==> config.mk <==
export PLATFORM = sky130hd
export DESIGN_NAME = fwd_hazard_unit_flat
export DESIGN_NICKNAME = d
export VERILOG_FILES = /design/src/rtl/fwd_hazard_unit_if.sv /design/src/rtl/fwd_hazard_unit.sv /design/src/flat_wrapper.sv
export SDC_FILE = /design/constraint.sdc
export NUM_CORES = 1
export LEC_CHECK = 0
export CORE_MARGIN = 3
export CORE_UTILIZATION = 40
export DETAILED_ROUTE_END_ITERATION = 7
export PLACE_DENSITY_LB_ADDON = 0.08
export SLEW_MARGIN = 30
export SYNTH_ARGS = -nofsm -noshare
export SYNTH_HDL_FRONTEND = slang
export SYNTH_SLANG_ARGS = --single-unit
==> constraint.sdc <==
create_clock -name clk -period 1.9 [get_ports clk]
set_input_delay 0.38 -clock clk [delete_from_list [all_inputs] [get_ports clk]]
set_output_delay 0.38 -clock clk [all_outputs]
set_load 0.05 [all_outputs]
==> src/rtl/fwd_hazard_unit_if.sv <==
// Decode-side bundle for fwd_hazard_unit: decode operand info in, forwarding selects and stall out.
// stall_count exists only when FWD_STALL_CNT_EN is defined.
interface fwd_hazard_unit_if #(
    parameter int NUM_FWD_STAGES = 2,
    parameter int REG_ADDR_W     = 5,
    localparam int SEL_W         = $clog2(NUM_FWD_STAGES + 1)
);
    logic                  de_valid;
    logic [REG_ADDR_W-1:0] de_rs1;
    logic [REG_ADDR_W-1:0] de_rs2;
    logic                  de_uses_rs1;
    logic                  de_uses_rs2;
    logic [REG_ADDR_W-1:0] de_rd;
    logic                  de_reg_write;
    logic                  de_is_load;
    logic                  flush;
    logic [SEL_W-1:0]      rs1_sel;
    logic [SEL_W-1:0]      rs2_sel;
    logic                  stall;
`ifdef FWD_STALL_CNT_EN
    logic [31:0]           stall_count;
`endif

    modport master (
        output de_valid, de_rs1, de_rs2, de_uses_rs1, de_uses_rs2,
        output de_rd, de_reg_write, de_is_load, flush,
`ifdef FWD_STALL_CNT_EN
        input  stall_count,
`endif
        input  rs1_sel, rs2_sel, stall
    );

    modport slave (
        input  de_valid, de_rs1, de_rs2, de_uses_rs1, de_uses_rs2,
        input  de_rd, de_reg_write, de_is_load, flush,
`ifdef FWD_STALL_CNT_EN
        output stall_count,
`endif
        output rs1_sel, rs2_sel, stall
    );
endinterface

==> src/rtl/fwd_hazard_unit.sv <==
// Forwarding select / load-use stall unit tracking NUM_FWD_STAGES in-flight writers after decode.
// Define FWD_STALL_CNT_EN to add the saturating stall_count output.
module fwd_hazard_unit #(
    parameter int NUM_FWD_STAGES = 2,
    parameter int REG_ADDR_W     = 5,
    parameter int LOAD_LAT       = 1,
    localparam int SEL_W         = $clog2(NUM_FWD_STAGES + 1)
) (
    input logic              clk,
    input logic              reset,
    fwd_hazard_unit_if.slave bus
);

    // Shadow pipeline: index 0 is the instruction currently in EX.
    logic [NUM_FWD_STAGES-1:0] ent_valid;
    logic [NUM_FWD_STAGES-1:0] ent_load;
    logic [REG_ADDR_W-1:0]     ent_rd [NUM_FWD_STAGES];

    logic [SEL_W-1:0] rs1_sel;
    logic [SEL_W-1:0] rs2_sel;
    logic             rs1_haz;
    logic             rs2_haz;
    logic             stall;

    // Scan oldest to youngest so the youngest matching writer is the one left standing.
    always_comb begin
        rs1_sel = '0;
        rs2_sel = '0;
        rs1_haz = 1'b0;
        rs2_haz = 1'b0;
        for (int i = NUM_FWD_STAGES - 1; i >= 0; i--) begin
            if (bus.de_uses_rs1 && (bus.de_rs1 != '0) && ent_valid[i] &&
                (ent_rd[i] == bus.de_rs1)) begin
                rs1_sel = SEL_W'(i + 1);
                rs1_haz = ent_load[i] && (i < LOAD_LAT);
            end
            if (bus.de_uses_rs2 && (bus.de_rs2 != '0) && ent_valid[i] &&
                (ent_rd[i] == bus.de_rs2)) begin
                rs2_sel = SEL_W'(i + 1);
                rs2_haz = ent_load[i] && (i < LOAD_LAT);
            end
        end
        stall = bus.de_valid && !bus.flush && (rs1_haz || rs2_haz);
    end

    assign bus.rs1_sel = rs1_sel;
    assign bus.rs2_sel = rs2_sel;
    assign bus.stall   = stall;

    // A flushed or stalled decode slot enters EX as a bubble; everything older keeps moving.
    always_ff @(posedge clk or posedge reset) begin
        if (reset) begin
            ent_valid <= '0;
            ent_load  <= '0;
            for (int i = 0; i < NUM_FWD_STAGES; i++) begin
                ent_rd[i] <= '0;
            end
        end else begin
            for (int i = NUM_FWD_STAGES - 1; i > 0; i--) begin
                ent_valid[i] <= ent_valid[i-1];
                ent_load[i]  <= ent_load[i-1];
                ent_rd[i]    <= ent_rd[i-1];
            end
            ent_valid[0] <= !bus.flush && !stall && bus.de_valid &&
                            bus.de_reg_write && (bus.de_rd != '0);
            ent_load[0]  <= bus.de_is_load;
            ent_rd[0]    <= bus.de_rd;
        end
    end

`ifdef FWD_STALL_CNT_EN
    logic [31:0] stall_cnt;

    always_ff @(posedge clk or posedge reset) begin
        if (reset) begin
            stall_cnt <= '0;
        end else if (stall && (stall_cnt != 32'hFFFF_FFFF)) begin
            stall_cnt <= stall_cnt + 32'd1;
        end
    end

    assign bus.stall_count = stall_cnt;
`endif

endmodule

==> src/flat_wrapper.sv <==
// flat-port wrapper written by rule: the top's interface ports become plain ports
module fwd_hazard_unit_flat 
#(
    parameter int NUM_FWD_STAGES = 2,
    parameter int REG_ADDR_W     = 5,
    parameter int LOAD_LAT       = 1,
    localparam int SEL_W         = $clog2(NUM_FWD_STAGES + 1)
)
  (clk, reset, bus_de_valid, bus_de_rs1, bus_de_rs2, bus_de_uses_rs1, bus_de_uses_rs2, bus_de_rd, bus_de_reg_write, bus_de_is_load, bus_flush, bus_rs1_sel, bus_rs2_sel, bus_stall);
  fwd_hazard_unit_if #(.NUM_FWD_STAGES(NUM_FWD_STAGES), .REG_ADDR_W(REG_ADDR_W)) bus_i ();
  input logic clk;
  input logic reset;
  input wire logic [$bits(bus_i.de_valid)-1:0] bus_de_valid;
  input wire logic [$bits(bus_i.de_rs1)-1:0] bus_de_rs1;
  input wire logic [$bits(bus_i.de_rs2)-1:0] bus_de_rs2;
  input wire logic [$bits(bus_i.de_uses_rs1)-1:0] bus_de_uses_rs1;
  input wire logic [$bits(bus_i.de_uses_rs2)-1:0] bus_de_uses_rs2;
  input wire logic [$bits(bus_i.de_rd)-1:0] bus_de_rd;
  input wire logic [$bits(bus_i.de_reg_write)-1:0] bus_de_reg_write;
  input wire logic [$bits(bus_i.de_is_load)-1:0] bus_de_is_load;
  input wire logic [$bits(bus_i.flush)-1:0] bus_flush;
  output wire logic [$bits(bus_i.rs1_sel)-1:0] bus_rs1_sel;
  output wire logic [$bits(bus_i.rs2_sel)-1:0] bus_rs2_sel;
  output wire logic [$bits(bus_i.stall)-1:0] bus_stall;
  assign bus_i.de_valid = bus_de_valid;
  assign bus_i.de_rs1 = bus_de_rs1;
  assign bus_i.de_rs2 = bus_de_rs2;
  assign bus_i.de_uses_rs1 = bus_de_uses_rs1;
  assign bus_i.de_uses_rs2 = bus_de_uses_rs2;
  assign bus_i.de_rd = bus_de_rd;
  assign bus_i.de_reg_write = bus_de_reg_write;
  assign bus_i.de_is_load = bus_de_is_load;
  assign bus_i.flush = bus_flush;
  assign bus_rs1_sel = bus_i.rs1_sel;
  assign bus_rs2_sel = bus_i.rs2_sel;
  assign bus_stall = bus_i.stall;
  fwd_hazard_unit #(.NUM_FWD_STAGES(NUM_FWD_STAGES), .REG_ADDR_W(REG_ADDR_W), .LOAD_LAT(LOAD_LAT)) u_core (.clk(clk), .reset(reset), .bus(bus_i));
endmodule
# == After elaboration in Yosys (flattened, before gate mapping) ==
# Index checks and enable logic that the tools add are counted.
# op_classes
eq_ne,4
mux,6
reduce_logical,22
# ops
op,n
== test 5 bit,4
logical AND 1 bit,16
nonzero test 5 bit,3
two-way mux 2 bit,4
logical NOT 1 bit,2
two-way mux 1 bit,2
logical OR 1 bit,1
# word_totals
ff_bits,13
in_bits,23
output_inout_bits,5
wordCells,36

# == Depth between registers and ports, before layout ==
# Gate-level depths: netlist of the first run.
# depth
ltp_word,12
depth_mapped,5
ltp_nobuf,5

# == Worst setup path before layout of the first run ==
# No wires, ideal clock.
# synth_timing
path_kind,flip-flop to output port
startpoint,register u_core.ent_rd[5] (netlist bit)
endpoint,output port bus_stall
arrival_time_ns,2.713
required_time_ns,1.520
setup_slack_ns,-1.193
stages_incl_launch_ff,6
path_buffers,0
path_cell_list,dfrtp_1 -> xnor2_1 -> nand4_1 -> nor3_2 -> o21ai_2 -> nor3b_1
# synth_between
elab_chain_cells,5
elab_cells_between_ends,8
cone_classes,eq/ne (2); mux (2); reduce/logical (4)
# synth_lines
element,line,text
start: declaration,fwd_hazard_unit.sv:17,logic [REG_ADDR_W-1:0] ent_rd [NUM_FWD_STAGES];
start signal: indexed assignment,fwd_hazard_unit.sv:62,ent_rd[i] <= ent_rd[i-1];
"== test 5 bit, on equally long branches","fwd_hazard_unit.sv:33, fwd_hazard_unit.sv:38",
"logical AND 1 bit, on equally long branches","fwd_hazard_unit.sv:32, fwd_hazard_unit.sv:37",
"two-way mux 1 bit, on equally long branches","fwd_hazard_unit.sv:32, fwd_hazard_unit.sv:37",
logical OR 1 bit (*),fwd_hazard_unit.sv:43,stall = bus.de_valid && !bus.flush && (rs1_haz || rs2_haz);
logical AND 1 bit (*),fwd_hazard_unit.sv:43,
end: declaration,flat_wrapper.sv:24,output wire logic [$bits(bus_i.stall)-1:0] bus_stall;
# Every way passes the cells marked *; elsewhere a longest branch is shown, timed or not.

# == Final worst setup path of the first run ==
# layout_timing
startpoint,register u_core.ent_rd[8] (netlist bit)
endpoint,output port bus_stall
# Same word-level chain as after synthesis.

==> out/results.ini, run 1 <==
[run_status]
outcome = complete, but fails checks
failed_checks = negative setup slack

[timing]
period_share_pct = 116.8
rsz0062_at_grt = yes
skew_ps = 9.897
period_minus_slack_ps = 2220
clock.fmax_ghz = 0.4505
fin_ws_ps = -319.6
worst_pin_slew_ps = 456.9
fin_setup_tns_ps = -1052
hold_viol_final = 0
slew_headroom_pct = 69.50
setup_violations = 5
report.final.slew_viol_count = 0

[global_route]
grt_max_degree = 14
grt_pass1_wl_um = 3781
grt_pass1_vias = 707
grt_usage_pct = 27.61
antenna_found_initial = 0
grt_overflow_total = 0

[clock_tree]
cts_buffers = 3
cts_tree = built
clkTransAtPathRegs_ps = 80
clk_path_buf_depth = 2
cts_root_buf = clkbuf_4
ctsHtreeMaxLevel = 1
clock_sinks = 13
clk_latency_ps = 280

[setup_path]
r2r_setup_slack_ps = 280
r2r-start = u_core.ent_rd[8]
worst_r2r_endpoint = u_core.ent_valid[0]
reg2reg_depth = 6
crit_buf_inv = 1
cp-end-kind = output port
critPathKind = flip-flop to output port
path_max_fanout = 3
cp_cell_sequence = xnor2_2, nand4_1, nor3_4, o21ai_2, nor3b_4, buf_6
arrival_ps = 1840
slowest_stage = dfrtp_2
cp_top_family = simple AND/OR/NAND/NOR gates
start_kind = flip-flop
cp_data_required_time_ps = 1520
slowest_delay_ps = 470

[synth]
postSynth.asyncResetShare_pct = 100.0
synth_top_area_share_pct = 49.71
syn_nets = 78
yosys.area.top_type = dfrtp_1
post-synth-top-count-cell = dfrtp_1
synthTopCellsByArea = dfrtp_1 (50%), xnor2_1 (16%), xor2_1 (11%), o21ai_2 (4.0%), nor3_2 (3.1%)
postSynthAreaPerCell_um2 = 11.90
yosysWarnings = 0
syn_area_um2 = 654.4
ys_seq_area_share_pct = 49.71
synth-edff-count = 0
ys_ff_latch = 13
syn-instance-count = 55
synth_flop_cell = dfrtp_1
synth_common_cells = dfrtp_1 (13), xnor2_1 (12), xor2_1 (8), o21ai_2 (3)
ys_types = 16

[finish]
layout-drive-gt1-share_pct = 48.57
syn_to_final_growth_pct = 87.38
antenna_cells = 0
final_core_util_pct = 86.65
fin_nets = 129

[drt]
firstDrtPassIters = 4
drt-wirelength-per-cell_um = 21.01
ant_nets = 0
num_vias = 645
vias_per_cell = 5.375
drcViolationCount = 0
routed_wl_um = 2521
drtIter0Drc = 6

[die]
die_area_um2 = 2157
fp.dieW_um = 46.45
fp.dieH_um = 46.45
rows = 13
core_um2 = 1415
start_util_pct = 46.24
ios = 28

[place]
gp_congestion = 0.7833
hpwl_um = 1434
io_buffers = 27

[power]
power.density_nw_per_um2 = 520.0
vdd_drop_max_uv = 503.8
p_leak_nw = 0.5353

[run]
maxCapViolCount = 0

[worst_hold_path]
min_path_type = primary input to asynchronous set/reset pin

per-stage QoR:
stage                     cell area, um2  setup WS, ps  std cells  hold slack [ps]  power [mW]
after floorplan                    711.9        -352.1         55            257.0      0.3592
after global placement              1111        -593.1        110            402.1      0.4430
after detailed placement            1111        -646.4        110            423.3      0.4479
after CTS                           1215        -328.5        120            423.8      0.6198
after global routing                1226        -447.5        120            437.4      0.6654
final                               1226        -319.6        120            398.4      0.6376
metal layers:
layer	GRT usage (%)	vias up	share of wire, %
met4	6.818	0	1.2
met2	51.10	32	54
met5	0	-	0
li1	-	295	-
met1	31.93	314	39
met3	5.469	4	5.6
placed cells by master, fill, tap and decap left out, drive strengths merged:
| master | n |
|---|---|
| nand3 | 2 |
| xnor2 | 12 |
| nor3b | 1 |
| nor4 | 2 |
| nand4 | 2 |
| o2111a | 1 |
| buf | 31 |
| nand2 | 2 |
| nor3 | 4 |
| clkbuf | 5 |
| or4 | 3 |
| xor2 | 8 |
| nor2b | 1 |
| dlygate4sd2 | 1 |
| clkdlybuf4s50 | 12 |
| inv | 1 |
| clkdlybuf4s15 | 1 |
| o21ai | 3 |
| dfrtp | 13 |
layout make-up:
cell class                      count  area [um2]
Clock buffer                        4       26.28
Fill cell                          72       188.9
Inverter                            1       3.754
Multi-Input combinational cell     41       420.4
Sequential cell                    13       326.6
Tap cell                           15       18.77
Timing Repair Buffer               46       430.4
repair_timing:
action,in CTS,in global routing
gates resized for setup,48,6
setup endpoints to repair,6,5
hold buffers,0,0
pin swaps,14,17
setup buffers,6,3
cloned,0,0
power by group:
group,internal (mW),switching [mW],total [mW]
logic,0.0934,0.0666,0.160
clock network,0.0814,0.0892,0.171
registers,0.290,0.0166,0.307
total,0.465,0.172,0.638
worst max path at each step:
| stage | from | endpoint | cells past startpoint |
|---|---|---|---|
| final | u_core.ent_rd[8] | bus_stall | 6 |
| after global routing | u_core.ent_rd[6] | bus_stall | 6 |
| after CTS | u_core.ent_rd[8] | bus_stall | 6 |
| after detailed placement | bus_de_rs1[3] | bus_stall | 7 |
| after global placement | bus_de_rs1[3] | bus_stall | 7 |
| after floorplan | u_core.ent_rd[5] | bus_stall | 5 |
logic make-up after synthesis:
family	Yosys count	synth area share, %
AOI/OAI and AO/OA	4	5.737
buffers and inverters	1	0.5731
xor gates and xnor gates	20	26.77
and+or+nand+nor	17	17.21
DFF	13	49.71
flip-flops by register name, summed over array words and instances (netlist names):
| signal | flops |
|---|---|
| u_core.ent_load | 1 |
| u_core.ent_rd | 10 |
| u_core.ent_valid | 2 |
Note: power is estimated with default switching activity, not from simulation.
==> run 2: changes to the inputs <==
--- a/config.mk
+++ b/config.mk
@@ -9,7 +9,7 @@
 export CORE_UTILIZATION = 40
 export DETAILED_ROUTE_END_ITERATION = 7
 export PLACE_DENSITY_LB_ADDON = 0.08
-export SLEW_MARGIN = 30
+export SLEW_MARGIN = 20
 export SYNTH_ARGS = -nofsm -noshare
 export SYNTH_HDL_FRONTEND = slang
 export SYNTH_SLANG_ARGS = --single-unit
==> results of run 2 <==
Same layout as run 1: the final DEF is identical, and so are final timing and power.
==> run 3: changes to the inputs <==
--- a/config.mk
+++ b/config.mk
@@ -6,7 +6,7 @@
 export NUM_CORES = 1
 export LEC_CHECK = 0
 export CORE_MARGIN = 3
-export CORE_UTILIZATION = 40
+export CORE_UTILIZATION = 43
 export DETAILED_ROUTE_END_ITERATION = 7
 export PLACE_DENSITY_LB_ADDON = 0.08
 export SLEW_MARGIN = 20
==> constraint.sdc (replaced) <==
create_clock -name clk -period 2.75 [get_ports clk]
set_input_delay 0.55 -clock clk [delete_from_list [all_inputs] [get_ports clk]]
set_output_delay 0.55 -clock clk [all_outputs]
set_load 0.05 [all_outputs]
==> out/results.ini, run 3 (synthesis gave the netlist of run 1 again) <==
[timing]
slew_headroom_pct = 69.84  ; +0.34 points
report.final.slew_viol_count = 0  ; unchanged
rsz0062_at_grt = yes
clock.fmax_ghz = 0.3711
period_share_pct = 97.98
worst_pin_slew_ps = 451.9  ; -5.025 ps
skew_ps = 1.812  ; -8.085 ps
period_minus_slack_ps = 2695
fin_setup_tns_ps = 0  ; +1052 ps
hold_viol_final = 0  ; unchanged
setup_violations = 0  ; -5

[finish]
syn_to_final_growth_pct = 76.86
largest-register = u_core.ent_rd
largest_register_ffs = 10  ; unchanged
reg.largest.list = u_core.ent_rd: 10 flops, u_core.ent_valid: 2 flops, u_core.ent_load: 1 flops
fin_nets = 127  ; -1.6%
final_common_cell = buf_4
fill_cells = 77  ; +6.9%
layout-drive-gt1-share_pct = 34.95  ; -14 points
most-common-layout-cells = buf_4 (19), clkdlybuf4s50_1 (16), dfrtp_1 (13), xnor2_1 (12), xor2_1 (8)
antenna_cells = 0  ; unchanged
final_area_um2 = 1157  ; -5.6%
final_core_util_pct = 84.71  ; -1.9 points

[die]
core_um2 = 1366  ; -3.4%
start_util_pct = 47.89  ; +1.7 points
fp.dieH_um = 45.01  ; -3.1%
ios = 28  ; unchanged
fp.dieW_um = 45.01  ; -3.1%
rows = 13  ; unchanged
die_area_um2 = 2026  ; -6.1%

[clock_tree]
cts_buffers = 3  ; unchanged
ctsHtreeMaxLevel = 1  ; unchanged
clk_latency_ps = 270  ; about the same
clock_sinks = 13  ; unchanged
clkTransAtPathRegs_ps = 70  ; about the same
clk_path_buf_depth = 2  ; unchanged
hold_buffers = 0  ; unchanged
cts_tree = built
cts_root_buf = clkbuf_4

[place]
postPlaceCellArea_um2 = 1076  ; -3.2%
hpwl_um = 1347  ; -6.0%
io_buffers = 27  ; unchanged
gp_congestion = 0.8406  ; +7.3%

[global_route]
antenna_found_initial = 0  ; unchanged
grtUsageMet1_pct = 23.39  ; -8.5 points
grt_max_degree = 14  ; unchanged
grt_pass1_vias = 626  ; -11%
grt_usage_pct = 19.92  ; -7.7 points
grt.busiest_layer = met2
grt_util_met3_pct = 4.382  ; -1.1 points
grt_overflow_total = 0  ; unchanged
grtUsageMet2_pct = 33.62  ; -17 points
grt_pass1_wl_um = 2794  ; -26%

[setup_path]
critPathLaunch = bus_de_rs2[0]
crit_path_end = bus_rs2_sel[1]
arrival_ps = 2140  ; +300 ps
cp_data_required_time_ps = 2200  ; +680 ps
start_kind = primary input
worst_r2r_endpoint = u_core.ent_valid[0]
cp-end-kind = output port
path_max_fanout = 3  ; unchanged
reg2reg_depth = 6  ; unchanged
r2r_setup_slack_ps = 1270  ; +990 ps
r2r-start = u_core.ent_rd[6]
critPathKind = primary input to output port

[worst_hold_path]
min_path_type = flip-flop to flip-flop
worstHoldStart = u_core.ent_valid[0]

[drt]
num_vias = 609  ; -5.6%
firstDrtPassIters = 4  ; unchanged
routed_wl_um = 1628  ; -35%
drt-wirelength-per-cell_um = 13.80  ; -34%
vias_per_cell = 5.161  ; -4.0%
ant_nets = 0  ; unchanged
drcViolationCount = 0  ; unchanged
drtIter0Drc = 7  ; +1

[power]
p_switching_mw = 0.1036  ; -40%
power_frac_seq_pct = 50.2  ; +2.1 points
power.density_nw_per_um2 = 361.5  ; -30%
switching_share_pct = 24.76  ; -2.3 points
p_leak_nw = 0.5031  ; -6.0%
vdd_drop_max_uv = 379.2  ; -25%
power_frac_comb_pct = 23.0  ; -2.1 points
internal-power_mw = 0.3148  ; -32%
p_clk_share_pct = 26.8  ; about the same

[run_status]
outcome = complete, no violations

[run]
maxCapViolCount = 0  ; unchanged

[run 3: cell types whose count changed in the layout (fill, tap and decap cells not counted), sizes merged, moves of 2 or more]
cell	before	now
clkdlybuf4s50	12	16
buf	31	22
dlygate4sd2	1	5
clkbuf	5	3
[run 3: worst min path at each step]
stage                     endpoint  slack [ps]  cells past startpoint
3_5_place_dp   u_core.ent_valid[1]         390                      0
3_3_place_gp   u_core.ent_valid[1]         390                      0
2_1_floorplan  u_core.ent_valid[1]         370                      0
6_report       u_core.ent_valid[1]         420                      0
5_1_grt        u_core.ent_valid[1]         440                      0
4_1_cts        u_core.ent_valid[1]         410                      0
[run 3: routing by layer]
layer | part of all wire (%) | vias up
met4 | 2.6 | 0
met5 | 0 | -
met2 | 51 | 32
met1 | 38 | 276
li1 | - | 296
met3 | 7.9 | 5
[run 3: worst max-delay path, stage by stage]
cell	delay [ps]
clkdlybuf4s50_1	420
or4_4	500
o21ai_4	190
nor3_4	60
nor3_2	240
buf_12	170
[run 3: cell type report]
| class | instances | area, um2 | area share (%) |
|---|---|---|---|
| well taps | 15 | 18.77 | 1.622 |
| clock buffers | 3 | 22.52 | 1.946 |
| multi-input cells | 41 | 371.6 | 32.11 |
| repair buffers | 44 | 410.4 | 35.46 |
| inverters | 1 | 3.754 | 0.3243 |
| flip-flops and latches | 13 | 325.3 | 28.11 |
| clock inverters | 1 | 5.005 | 0.4324 |
[run 3: repair_timing]
action | CTS | global route
pin swaps | 9 | 1
buffers inserted | 3 | 0
gates resized for setup | 11 | 1
endpoints found under the setup margin | 3 | 3
hold endpoints to repair | 0 | 0
gates cloned | 0 | 0
[run 3: power by group through the flow]
| stage | registers (mW) | clock network [mW] | logic (mW) |
|---|---|---|---|
| 2_1_floorplan | 0.211 | 0 | 0.0335 |
| 3_3_place_gp | 0.213 | 0 | 0.0909 |
| 3_5_place_dp | 0.214 | 0 | 0.0922 |
| 4_1_cts | 0.210 | 0.119 | 0.0973 |
| 5_1_grt | 0.211 | 0.126 | 0.106 |
| 6_report | 0.210 | 0.112 | 0.0963 |
[run 3: per-stage QoR]
stage / hold slack (ps) / instances / worst slack [ps] / power (mW)
floorplan: 373.5 / 55 / -213.9 / 0.2446
global placement: 394.9 / 111 / -46.92 / 0.3042
detailed placement: 391.8 / 111 / -58.10 / 0.3061
CTS: 408.2 / 118 / 15.00 / 0.4261
global route: 439.3 / 118 / -28.50 / 0.4430
finish: 418.6 / 118 / 55.42 / 0.4184
